==> config.mk <==
export PLATFORM = sky130hd
export DESIGN_NAME = irq_collector_flat
export DESIGN_NICKNAME = d
export VERILOG_FILES = /design/src/rtl/irq_collector_pkg.sv /design/src/rtl/irq_collector_if.sv /design/src/rtl/irq_collector_edge_detect.sv /design/src/rtl/irq_collector.sv /design/src/flat_wrapper.sv
export SDC_FILE = /design/constraint.sdc
export NUM_CORES = 1
export LEC_CHECK = 0
export BUFFER_PORTS_ARGS = -buffer_cell sky130_fd_sc_hd__buf_2
export CAP_MARGIN = 20
export CELL_PAD_IN_SITES_DETAIL_PLACEMENT = 0
export CELL_PAD_IN_SITES_GLOBAL_PLACEMENT = 2
export CORE_MARGIN = 10
export CORE_UTILIZATION = 25
export DETAILED_ROUTE_END_ITERATION = 12
export PLACE_DENSITY = 0.58
export SYNTH_ARGS = -nofsm -noshare
export SYNTH_HDL_FRONTEND = slang
export SYNTH_HIERARCHICAL = 1
export SYNTH_SLANG_ARGS = --single-unit
==> constraint.sdc <==
create_clock -name clk_100 -period 5.26 [get_ports clk_100]
set_clock_uncertainty 0.15 [all_clocks]
set_input_delay 0.789 -clock clk_100 [delete_from_list [all_inputs] [get_ports clk_100]]
set_output_delay 0.789 -clock clk_100 [all_outputs]
set_load 0.02 [all_outputs]
==> src/rtl/irq_collector_pkg.sv <==
// Shared constants for the interrupt collector: register word indices and
// default sizing.
package irq_collector_pkg;

    localparam int NUM_IRQ_DEF   = 15;
    localparam int CNT_WIDTH_DEF = 16;

    localparam logic [2:0] REG_PENDING   = 3'd0;
    localparam logic [2:0] REG_ENABLE    = 3'd1;
    localparam logic [2:0] REG_CLEAR     = 3'd2;
    localparam logic [2:0] REG_OVERRUN   = 3'd3;
    localparam logic [2:0] REG_EVENT_CNT = 3'd4;
    localparam logic [2:0] REG_STATUS    = 3'd5;

endpackage

==> src/rtl/irq_collector_if.sv <==
// Register bus between the processor-side master and the interrupt collector.
interface irq_collector_if;

    logic        reg_wr;
    logic        reg_rd;
    logic [2:0]  reg_addr;
    logic [31:0] reg_wdata;
    logic [31:0] reg_rdata;
    logic        reg_rvalid;

    modport master (
        output reg_wr, reg_rd, reg_addr, reg_wdata,
        input  reg_rdata, reg_rvalid
    );

    modport slave (
        input  reg_wr, reg_rd, reg_addr, reg_wdata,
        output reg_rdata, reg_rvalid
    );

endinterface

==> src/rtl/irq_collector_edge_detect.sv <==
// Rising-edge detector for the interrupt lines; the delayed copy resets high so
// lines already asserted when reset releases produce no edge.
module irq_edge_detect #(
    parameter int NUM_IRQ = 15
) (
    input  logic               clk,
    input  logic               rst,
    input  logic [NUM_IRQ-1:0] i_irq,
    output logic [NUM_IRQ-1:0] o_rise
);

    logic [NUM_IRQ-1:0] r_irq_d;

    always_ff @(posedge clk or posedge rst) begin
        if (rst) begin
            r_irq_d <= '1;
        end else begin
            r_irq_d <= i_irq;
        end
    end

    assign o_rise = i_irq & ~r_irq_d;

endmodule

==> src/rtl/irq_collector.sv <==
// Interrupt collector: latches rising edges into pending/overrun, masks with
// enable into a registered level interrupt, and counts enabled edge cycles.
module irq_collector
    import irq_collector_pkg::*;
#(
    parameter int NUM_IRQ   = NUM_IRQ_DEF,
    parameter int CNT_WIDTH = CNT_WIDTH_DEF
) (
    input  logic               clk_100,
    input  logic               rst_100,
    input  logic [NUM_IRQ-1:0] irq_in,
    output logic               irq_out,
    irq_collector_if.slave     bus
);

    logic [NUM_IRQ-1:0]   w_rise;
    logic [NUM_IRQ-1:0]   w_wr_mask;
    logic [NUM_IRQ-1:0]   w_clr;
    logic                 w_wr_enable;
    logic                 w_wr_cnt;
    logic                 w_inc;
    logic [31:0]          w_rd_mux;
    logic                 w_unused;

    logic [NUM_IRQ-1:0]   r_pending;
    logic [NUM_IRQ-1:0]   r_overrun;
    logic [NUM_IRQ-1:0]   r_enable;
    logic [CNT_WIDTH-1:0] r_event_cnt;
    logic                 r_irq_out;
    logic                 r_rvalid;
    logic [31:0]          r_rdata;

    irq_edge_detect #(
        .NUM_IRQ (NUM_IRQ)
    ) u_edge (
        .clk    (clk_100),
        .rst    (rst_100),
        .i_irq  (irq_in),
        .o_rise (w_rise)
    );

    assign w_wr_mask   = bus.reg_wdata[NUM_IRQ-1:0];
    assign w_wr_enable = bus.reg_wr && (bus.reg_addr == REG_ENABLE);
    assign w_wr_cnt    = bus.reg_wr && (bus.reg_addr == REG_EVENT_CNT);
    assign w_clr       = (bus.reg_wr && (bus.reg_addr == REG_CLEAR)) ? w_wr_mask : '0;
    assign w_inc       = |(w_rise & r_enable);
    assign w_unused    = &{1'b0, bus.reg_wdata};

    always_comb begin
        w_rd_mux = '0;
        case (bus.reg_addr)
            REG_PENDING:   w_rd_mux = 32'(r_pending);
            REG_ENABLE:    w_rd_mux = 32'(r_enable);
            REG_OVERRUN:   w_rd_mux = 32'(r_overrun);
            REG_EVENT_CNT: w_rd_mux = 32'(r_event_cnt);
            REG_STATUS:    w_rd_mux = {31'b0, r_irq_out};
            default:       w_rd_mux = '0;
        endcase
    end

    // A new edge beats a clear on pending, but the clear still wins on overrun.
    always_ff @(posedge clk_100 or posedge rst_100) begin
        if (rst_100) begin
            r_pending   <= '0;
            r_overrun   <= '0;
            r_enable    <= '0;
            r_event_cnt <= '0;
            r_irq_out   <= 1'b0;
            r_rvalid    <= 1'b0;
            r_rdata     <= '0;
        end else begin
            r_pending <= (r_pending & ~w_clr) | w_rise;
            r_overrun <= (r_overrun | (w_rise & r_pending)) & ~w_clr;
            if (w_wr_enable) begin
                r_enable <= w_wr_mask;
            end
            r_irq_out <= |(r_pending & r_enable);
            if (w_wr_cnt) begin
                r_event_cnt <= '0;
            end else if (w_inc && (r_event_cnt != '1)) begin
                r_event_cnt <= r_event_cnt + {{(CNT_WIDTH-1){1'b0}}, 1'b1};
            end
            r_rvalid <= bus.reg_rd;
            r_rdata  <= bus.reg_rd ? w_rd_mux : '0;
        end
    end

    assign irq_out        = r_irq_out;
    assign bus.reg_rvalid = r_rvalid;
    assign bus.reg_rdata  = r_rdata;

endmodule

==> src/flat_wrapper.sv <==
// flat-port wrapper written by rule: the top's interface ports become plain ports
module irq_collector_flat import irq_collector_pkg::*;
#(
    parameter int NUM_IRQ   = NUM_IRQ_DEF,
    parameter int CNT_WIDTH = CNT_WIDTH_DEF
)
  (clk_100, rst_100, irq_in, irq_out, bus_reg_wr, bus_reg_rd, bus_reg_addr, bus_reg_wdata, bus_reg_rdata, bus_reg_rvalid);
  irq_collector_if bus_i ();
  input  logic clk_100;
  input  logic rst_100;
  input  logic [NUM_IRQ-1:0] irq_in;
  output logic irq_out;
  input wire logic [$bits(bus_i.reg_wr)-1:0] bus_reg_wr;
  input wire logic [$bits(bus_i.reg_rd)-1:0] bus_reg_rd;
  input wire logic [$bits(bus_i.reg_addr)-1:0] bus_reg_addr;
  input wire logic [$bits(bus_i.reg_wdata)-1:0] bus_reg_wdata;
  output wire logic [$bits(bus_i.reg_rdata)-1:0] bus_reg_rdata;
  output wire logic [$bits(bus_i.reg_rvalid)-1:0] bus_reg_rvalid;
  assign bus_i.reg_wr = bus_reg_wr;
  assign bus_i.reg_rd = bus_reg_rd;
  assign bus_i.reg_addr = bus_reg_addr;
  assign bus_i.reg_wdata = bus_reg_wdata;
  assign bus_reg_rdata = bus_i.reg_rdata;
  assign bus_reg_rvalid = bus_i.reg_rvalid;
  irq_collector #(.NUM_IRQ(NUM_IRQ), .CNT_WIDTH(CNT_WIDTH)) u_core (.clk_100(clk_100), .rst_100(rst_100), .irq_in(irq_in), .irq_out(irq_out), .bus(bus_i));
endmodule
# == Word-level counts from Yosys, hierarchy flattened ==
# Cells that the tools add are included.
# word_totals
ff_bits,110
latchBits,0
ram_bits,0
romBits,0
in_bits,54
out_inout_bits,34
word_cells,38
mem_count,0
# op_classes
n_addsub,1
n_mul,0
n_div,0
magnitude_cmp,0
eq_ne,6
shift,0
mux,5
bitwise,10
n_reduce_logical,8
# ops
cell,n
AND 15 bit,6
one-hot mux 16 bit (5 select lines),1
2-to-1 mux 16 bit,3
inverter 15 bit,2
bitwise OR 15 bit,2
OR reduction 15 bit,2
"adder 16 x 1 -> 16 bit, second input constant",1
"!= test 16 bit, second input constant",1
2-to-1 mux 15 bit,1
"equality test 3 x 2 -> 1 bit, second input constant",2
"equality test 3 bit, second input constant",2
logical AND 1 bit,4
"equality test 3 x 1 -> 1 bit, second input constant",1
logical NOT 3 bit,1
nonzero test 2 bit,1

# == Logic depth before layout (Yosys ltp) ==
# Gate-level depths: netlist (run 1).
# logic_depth
depth_word,7
ltp_mapped,8

# == By module ==
# Netlist (run 1), hierarchy kept.
# modules_own_cells
module,n_inst,cells_each,area_each_um2,seq_area_each_um2
irq_collector,1,362,3759.9,1976.9
irq_edge_detect,1,31,604.3,394.1

# == Least setup slack after synthesis (run 1) ==
# Ideal clock, no wire load.
# synth_timing
kind,input to register
from,input port irq_in[9]
to,register u_core.r_event_cnt[12]
t_arrival_ns,2.075
required_ns,4.991
setup_slack_ns,2.916
path_stages,8
n_path_buf,2
cell_sequence,nor2b_4 > a222oi_1 > nand3_1 > nor3_1 > buf_2 > buf_4 > nor4_1 > o21a_1
# synth_via
elab_chain_len,5
# synth_rtl
item,line_no,source
"start, declared",flat_wrapper.sv:11,input logic [NUM_IRQ-1:0] irq_in;
AND 15 bit,irq_collector_edge_detect.sv:22,assign o_rise = i_irq & ~r_irq_d;
AND 15 bit,irq_collector.sv:46,assign w_inc = |(w_rise & r_enable);
OR reduction 15 bit,irq_collector.sv:46,
logical AND 1 bit,irq_collector.sv:80,end else if (w_inc && (r_event_cnt != '1)) begin
nonzero test 2 bit (no line),-,
"end signal, assigned",irq_collector.sv:81,"r_event_cnt <= r_event_cnt + {{(CNT_WIDTH-1){1'b0}}, 1'b1};"
"end, declared",irq_collector.sv:28,logic [CNT_WIDTH-1:0] r_event_cnt;
# No other way between the ends.
# A chain may end at the register's enable or synchronous reset.

# == Worst setup path in the final report (run 1) ==
# layout_timing
from,input port bus_reg_addr[2]
to,register u_core.r_enable[5]
# layout_via
elab_chain_len,2
# layout_rtl
item,line_no,source
"start, declared",flat_wrapper.sv:15,input wire logic [$bits(bus_i.reg_addr)-1:0] bus_reg_addr;
equality test 3 x 1 -> 1 bit,irq_collector.sv:43,assign w_wr_enable = bus.reg_wr && (bus.reg_addr == REG_ENABLE);
logical AND 1 bit,irq_collector.sv:43,
"end signal, assigned",irq_collector.sv:75,r_enable <= w_wr_mask;
"end, declared",irq_collector.sv:27,logic [NUM_IRQ-1:0] r_enable;
# No other way between the ends.

==> flow_summary.ini, run 1 <==
[status]
status = complete, no violations

[sta]
fmax_ghz = 0.324
drv_slew = 0
tightest_slew_ns = 0.932
rsz0062_at_grt = no
post-route-period-util = 0.587
setup_tns_ns = 0
setup_viol = 0
min_period_ns = 3.09
slew_headroom = 0.376
hold_viol = 0

[worst_setup_path]
startpoint_type = input pin
critPathBufInv = 1
required_ns = 5.34
path_class = in2reg
rr_worst_depth = 6
slowest_delay_ns = 0.81
path_max_fanout = 20
crit_family = simple AND/OR/NAND/NOR gates
cp.depth = 5
end_kind = flop
slowest_stage = and2_1
worstPathArrival_ns = 3.17
path_cells = buf_2 -> nand2b_1 -> nor2_1 -> and2_1 -> mux2_2

[logic_synthesis]
synth_seq_cells = 94
synth_cell_types = 45
synth_common_cells = dfrtp_1, a21oi_1, nor2_1, nand2_1, a22oi_1
syn_area_per_cell_um2 = 11.1
synth-seq-area-share = 0.543
async_flop_share = 1.00
synth.most_common_cell = dfrtp_1
yosysTopAreaCell = dfrtp_1
synth_warnings = 6
synth_edf_count = 0
synth_ff_type = dfrtp_1
synth_top_area_share = 0.453
ys_top_cells_by_area = dfrtp_1, dfstp_2, a21oi_1
syn_inst = 393
netlist_area_um2 = 4360

[floorplan]
fp.dieArea_um2 = 23100
die_h_um = 152
die_w_um = 152
initial_core_util = 0.254
ios = 88
row_count = 48
core_um2 = 17200

[power]
switching_share = 0.292
ir_drop_v = 0.000155
power.share.clock = 0.361
seq_power_share = 0.492
combinationalPowerShare = 0.147
p_switching_w = 0.000527
p_per_area_nw_per_um2 = 353
internal-power_w = 0.00127
p_leak_nw = 2.13
finalPower_w = 0.00180

[global_route]
grt.total_usage = 0.112
grt_max_degree = 44
gr-total-overflow = 0
grt_pass1_wl_mm = 20.5
grt_pass1_vias = 3413
antenna_found_initial = 0

[cts]
cts_made_buffers = 9
cts_setup_buffers = 0
post_cts_resized = 0
cts-root-buf = clkbuf_16
clk_latency_ns = 0.35
cts_max_path_buffers = 2
hold_buffers = 0
path_clk_slew_ns = 0.06
h-tree-depth = 3
cts.sinks = 94
cts_tree = built

[detailed_routing]
drtIter0Drc = 230
post-route-drc-count = 0
vias = 3193
drt_pass1_iterations = 4
ant_nets = 0
wire_per_inst_um = 19.1
viasPerCell = 4.76
wirelength_mm = 12.8

[final_layout]
n_antenna_cell = 0
area_growth_pct = 16.7
layout.nets = 496
drive_above_1_share = 0.283

[min_path]
hp-class = in2async

[place]
gp_congestion = 0.795
dp_hpwl_mm = 9.46
port_buffers = 54

[flow_run]
maxCapViolations = 0
power groups by stage:
stage	registers (W)	clock network, W	logic, W
2_1_floorplan	0.000871	0	0.000190
3_3_place_gp	0.000900	0	0.000266
3_5_place_dp	0.000900	0	0.000268
4_1_cts	0.000887	0.000672	0.000269
5_1_grt	0.000897	0.000704	0.000297
6_report	0.000887	0.000650	0.000264
layout make-up:
cell class	instances	area [um2]
flip-flops and latches	94	2370
fillers	1826	12100
inverters	3	12.5
clock inverters	3	25.0
multi-input cells	275	1830
clock buffers	13	270
repair buffers	58	300
well taps	225	282
sequential cells by signal (all words and copies together), names as in the netlist:
register / flops
u_core/bus.reg_rvalid: 1
u_core/r_pending: 15
u_core/r_overrun: 15
u_core/r_enable: 15
u_core/bus.reg_rdata: 16
u_core/irq_out: 1
u_core/u_edge/r_irq_d: 15
u_core/r_event_cnt: 16
routing by layer:
metal / share of wire / GRT usage / wire length [um]
met1: 0.47 / 0.148 / 6070
met3: 0.049 / 0.0316 / 631
met2: 0.46 / 0.168 / 5890
met5: 0 / 0 / 0
met4: 0.017 / 0.0445 / 224
worst reg2reg max path: cells and delay by family (launching register included):
| family | cells | cell delay [ns] |
|---|---|---|
| simple gates | 4 | 1.18 |
| fa+ha+maj | 1 | 0.27 |
| flops | 1 | 0.44 |
| compound gates | 1 | 0.15 |
final timing paths:
check                                      start                    end  slack, ns
setup / recovery                 bus_reg_addr[2]     u_core/r_enable[5]       2.17
hold / removal                           rst_100    u_core/r_pending[1]       0.37
setup reg to reg           u_core/r_event_cnt[0]  u_core/r_event_cnt[4]       2.99
hold reg to reg              u_core/r_overrun[5]    u_core/r_overrun[5]       0.38
max in group asynchronous                rst_100  u_core/bus.reg_rvalid       3.56
min in group clk_100         u_core/r_overrun[5]    u_core/r_overrun[5]       0.38
layout by cell type (no fill, tap or decap), types with 3 or more instances in the layout:
| cell | n |
|---|---|
| nor3_1 | 4 |
| and4_1 | 3 |
| nand3_1 | 9 |
| o31ai_1 | 7 |
| a21oi_1 | 44 |
| conb_1 | 16 |
| buf_4 | 4 |
| or4_1 | 7 |
| clkbuf_16 | 9 |
| o21ai_0 | 3 |
| nand2_1 | 27 |
| dfrtp_1 | 79 |
| dfstp_2 | 15 |
| a21o_1 | 15 |
| nor2b_4 | 15 |
| a22oi_1 | 25 |
| mux2_2 | 16 |
| buf_2 | 54 |
| or3_1 | 4 |
| a221oi_1 | 15 |
| clkbuf_8 | 3 |
| and3_1 | 3 |
| nor2_1 | 35 |
| nand4_1 | 3 |
kinds of logic after synthesis:
logic type | count (synthesis) | share of synthesized area
adder cells (fa/ha/maj) | 1 | 0.00287
buffers and inverters | 39 | 0.0528
AND/OR/NAND/NOR | 122 | 0.170
flip-flops | 94 | 0.543
AO/OA/AOI/OAI | 118 | 0.185
multiplexers | 18 | 0.0459
other | 1 | 0.000859
metrics by stage:
stage	setup WS (ns)	instances	instance area (um2)	hold slack, ns	util
final	2.17	671	5090	0.372	0.297
after global routing	1.99	671	5090	0.368	0.297
after CTS	2.21	671	5090	0.377	0.297
after detailed placement	1.83	655	4800	0.372	0.279
after global placement	1.84	655	4800	0.358	0.279
after floorplan	2.30	408	4420	0.336	-
No activity file was read; power rests on OpenSTA's default activity.
==> run 2: changes to the inputs <==
- ABC_AREA: default -> 1
- PLACE_DENSITY: 0.58 -> 0.63
- clock period: 5.26 -> 3 ns (I/O delays scaled with it)
==> run 2 against run 1 <==
Net effect: synthesized area up 8.8%; final cell count up 34%; die area up 7.6%; total power up 79%; clock power up 77%; combinational power up 110%; sequential power up 72%; sequential share of layout area down 3.5 points; synthesized cell count up 54%; critical path type is now reg2reg; largest cell class unchanged; largest power group unchanged.
==> flow_summary.ini, run 2 <==
[cts]
path_clk_slew_ns = 0.07
cts_made_buffers = 9
cts_tree = built
cts-root-buf = clkbuf_16
cts_max_path_buffers = 2
clk_latency_ns = 0.35
cts.sinks = 94
h-tree-depth = 3
cts_setup_buffers = 0
hold_buffers = 0
post_cts_resized = 0

[logic_synthesis]
yosysTopAreaCell = dfrtp_1
synth_warnings = 6
synth_seq_cells = 94
synth.most_common_cell = nand2_1
synth_ff_type = dfrtp_1
ys_top_cells_by_area = dfrtp_1, nand2_1, inv_1
synth_cell_types = 30
synth-seq-area-share = 0.499
synth_common_cells = nand2_1, inv_1, dfrtp_1, nor2_1, nand3_1
netlist_area_um2 = 4750
syn_area_per_cell_um2 = 7.82
synth_top_area_share = 0.416
syn_inst = 607
synth_edf_count = 0
async_flop_share = 1.00

[worst_setup_path]
path_class = reg2reg
required_ns = 3.13
startpoint_type = flop
path_max_fanout = 9
crit_family = simple AND/OR/NAND/NOR gates
end_kind = flop
worstPathArrival_ns = 1.99
slowest_delay_ns = 0.44
path_cells = ha_1 -> nand2_1 -> nor2_2 -> nand3_1 -> nor2_1 -> nor2_2 -> nand3_1 -> nand2_1
slowest_stage = dfrtp_1
critPathBufInv = 0

[global_route]
grt_max_degree = 80
use_met3 = 0.0261
gr-usage-met2 = 0.190
antenna_found_initial = 1
gr-total-overflow = 0
use_met1 = 0.155
grt_pass1_vias = 3983
grt.busiest_layer = met2
grt.total_usage = 0.118
grt_pass1_wl_mm = 22.5

[final_layout]
final_common_cell = nand2_1
layout.nets = 718
n_fill_cell = 2079
multi_input_area_um2 = 1820
seq_area_um2 = 2370
n_antenna_cell = 0
area_growth_pct = 16.2
layout_common_cells = nand2_1, inv_1, dfrtp_1
drive_above_1_share = 0.180

[detailed_routing]
drt_pass1_iterations = 4
drtIter0Drc = 235
wire_per_inst_um = 15.6
viasPerCell = 4.33
vias = 3900
post-route-drc-count = 0
wirelength_mm = 14.1
ant_nets = 0

[floorplan]
ios = 88
die_w_um = 158
core_um2 = 18700
initial_core_util = 0.254
row_count = 50
fp.dieArea_um2 = 24900
die_h_um = 158

[power]
finalPower_w = 0.00322
ir_drop_v = 0.000262
p_leak_nw = 2.92
p_per_area_nw_per_um2 = 584

[sta]
hold_viol = 0
setup_ws_ns = 1.15
tightest_slew_ns = 0.752
drv_slew = 0
fmax_ghz = 0.540
rsz0062_at_grt = no
min_period_ns = 1.85
slew_headroom = 0.498
whs_ns = 0.0354
setup_viol = 0
setup_tns_ns = 0
post-route-period-util = 0.618

[place]
dp_hpwl_mm = 10.3
port_buffers = 54
pre_cts_ws_ns = 0.845
gp_congestion = 0.829

[flow_run]
maxCapViolations = 0

[min_path]
hp-class = in2async

[status]
status = complete, no violations
## run 2: cell count changes after synthesis, moves of 16 or more
cell     delta
mux2_2     -16
a22oi_1    -25
nand2_1   +127
nand3_1    +28
inv_1     +107
nor2_2     +19
nor2_1     +28
o21ai_0    +17
a21oi_1    -24
o22ai_1    +22
## run 2: kinds of logic after synthesis
kind of cell / share of synthesized area
xor+xnor: 0.00554
compound gates: 0.0812
simple gates: 0.271
flops: 0.499
mux: 0.00949
other cells: 0.000790
fa+ha+maj: 0.00264
buf+inv: 0.129
## run 2: worst paths after layout
check,from,to,slack (ns),depth (start not counted)
setup reg to reg,u_core/r_event_cnt[0],u_core/r_event_cnt[15],1.15,8
min in group clk_100,irq_in[13],u_core/u_edge/r_irq_d[13],0.05,1
hold / removal,rst_100,u_core/r_pending[0],0.04,3
hold reg to reg,u_core/r_pending[12],u_core/r_pending[12],0.32,2
setup / recovery,u_core/r_event_cnt[0],u_core/r_event_cnt[15],1.15,8
max in group asynchronous,rst_100,u_core/u_edge/r_irq_d[10],2.23,2
## run 2: metrics by stage
| step | cells | utilization | instance area, um2 |
|---|---|---|---|
| CTS | 901 | 0.295 | 5520 |
| finish | 901 | 0.295 | 5520 |
| detailed placement | 886 | 0.279 | 5220 |
| floorplan | 622 | - | 4800 |
| global placement | 886 | 0.279 | 5220 |
| global route | 901 | 0.295 | 5520 |
## run 2: area by class of cell
type | instances | area share
timing repair buffer | 59 | 0.0581
clock inverter | 4 | 0.00885
clock buffer | 11 | 0.0440
multi-input combinational | 387 | 0.330
tap | 234 | 0.0531
sequential | 94 | 0.430
inverter | 112 | 0.0765
## run 2: power breakdown
| part | total, W | switching, W | internal (W) |
|---|---|---|---|
| clock | 0.00115 | 0.000486 | 0.000663 |
| combinational | 0.000546 | 0.000360 | 0.000186 |
| sequential | 0.00153 | 0.000116 | 0.00141 |
| total | 0.00322 | 0.000962 | 0.00226 |
## run 2: layer usage
| layer | routed length (um) | share of wire |
|---|---|---|
| met1 | 6640 | 0.47 |
| met3 | 519 | 0.037 |
| met2 | 6790 | 0.48 |
| met4 | 121 | 0.0086 |
| met5 | 0 | 0 |
## run 2: worst reg2reg max path: cells and delay by family (launching register included)
family        cells  cell delay (ns)
flops             1             0.44
simple gates      7             0.92
fa+ha+maj         1             0.28
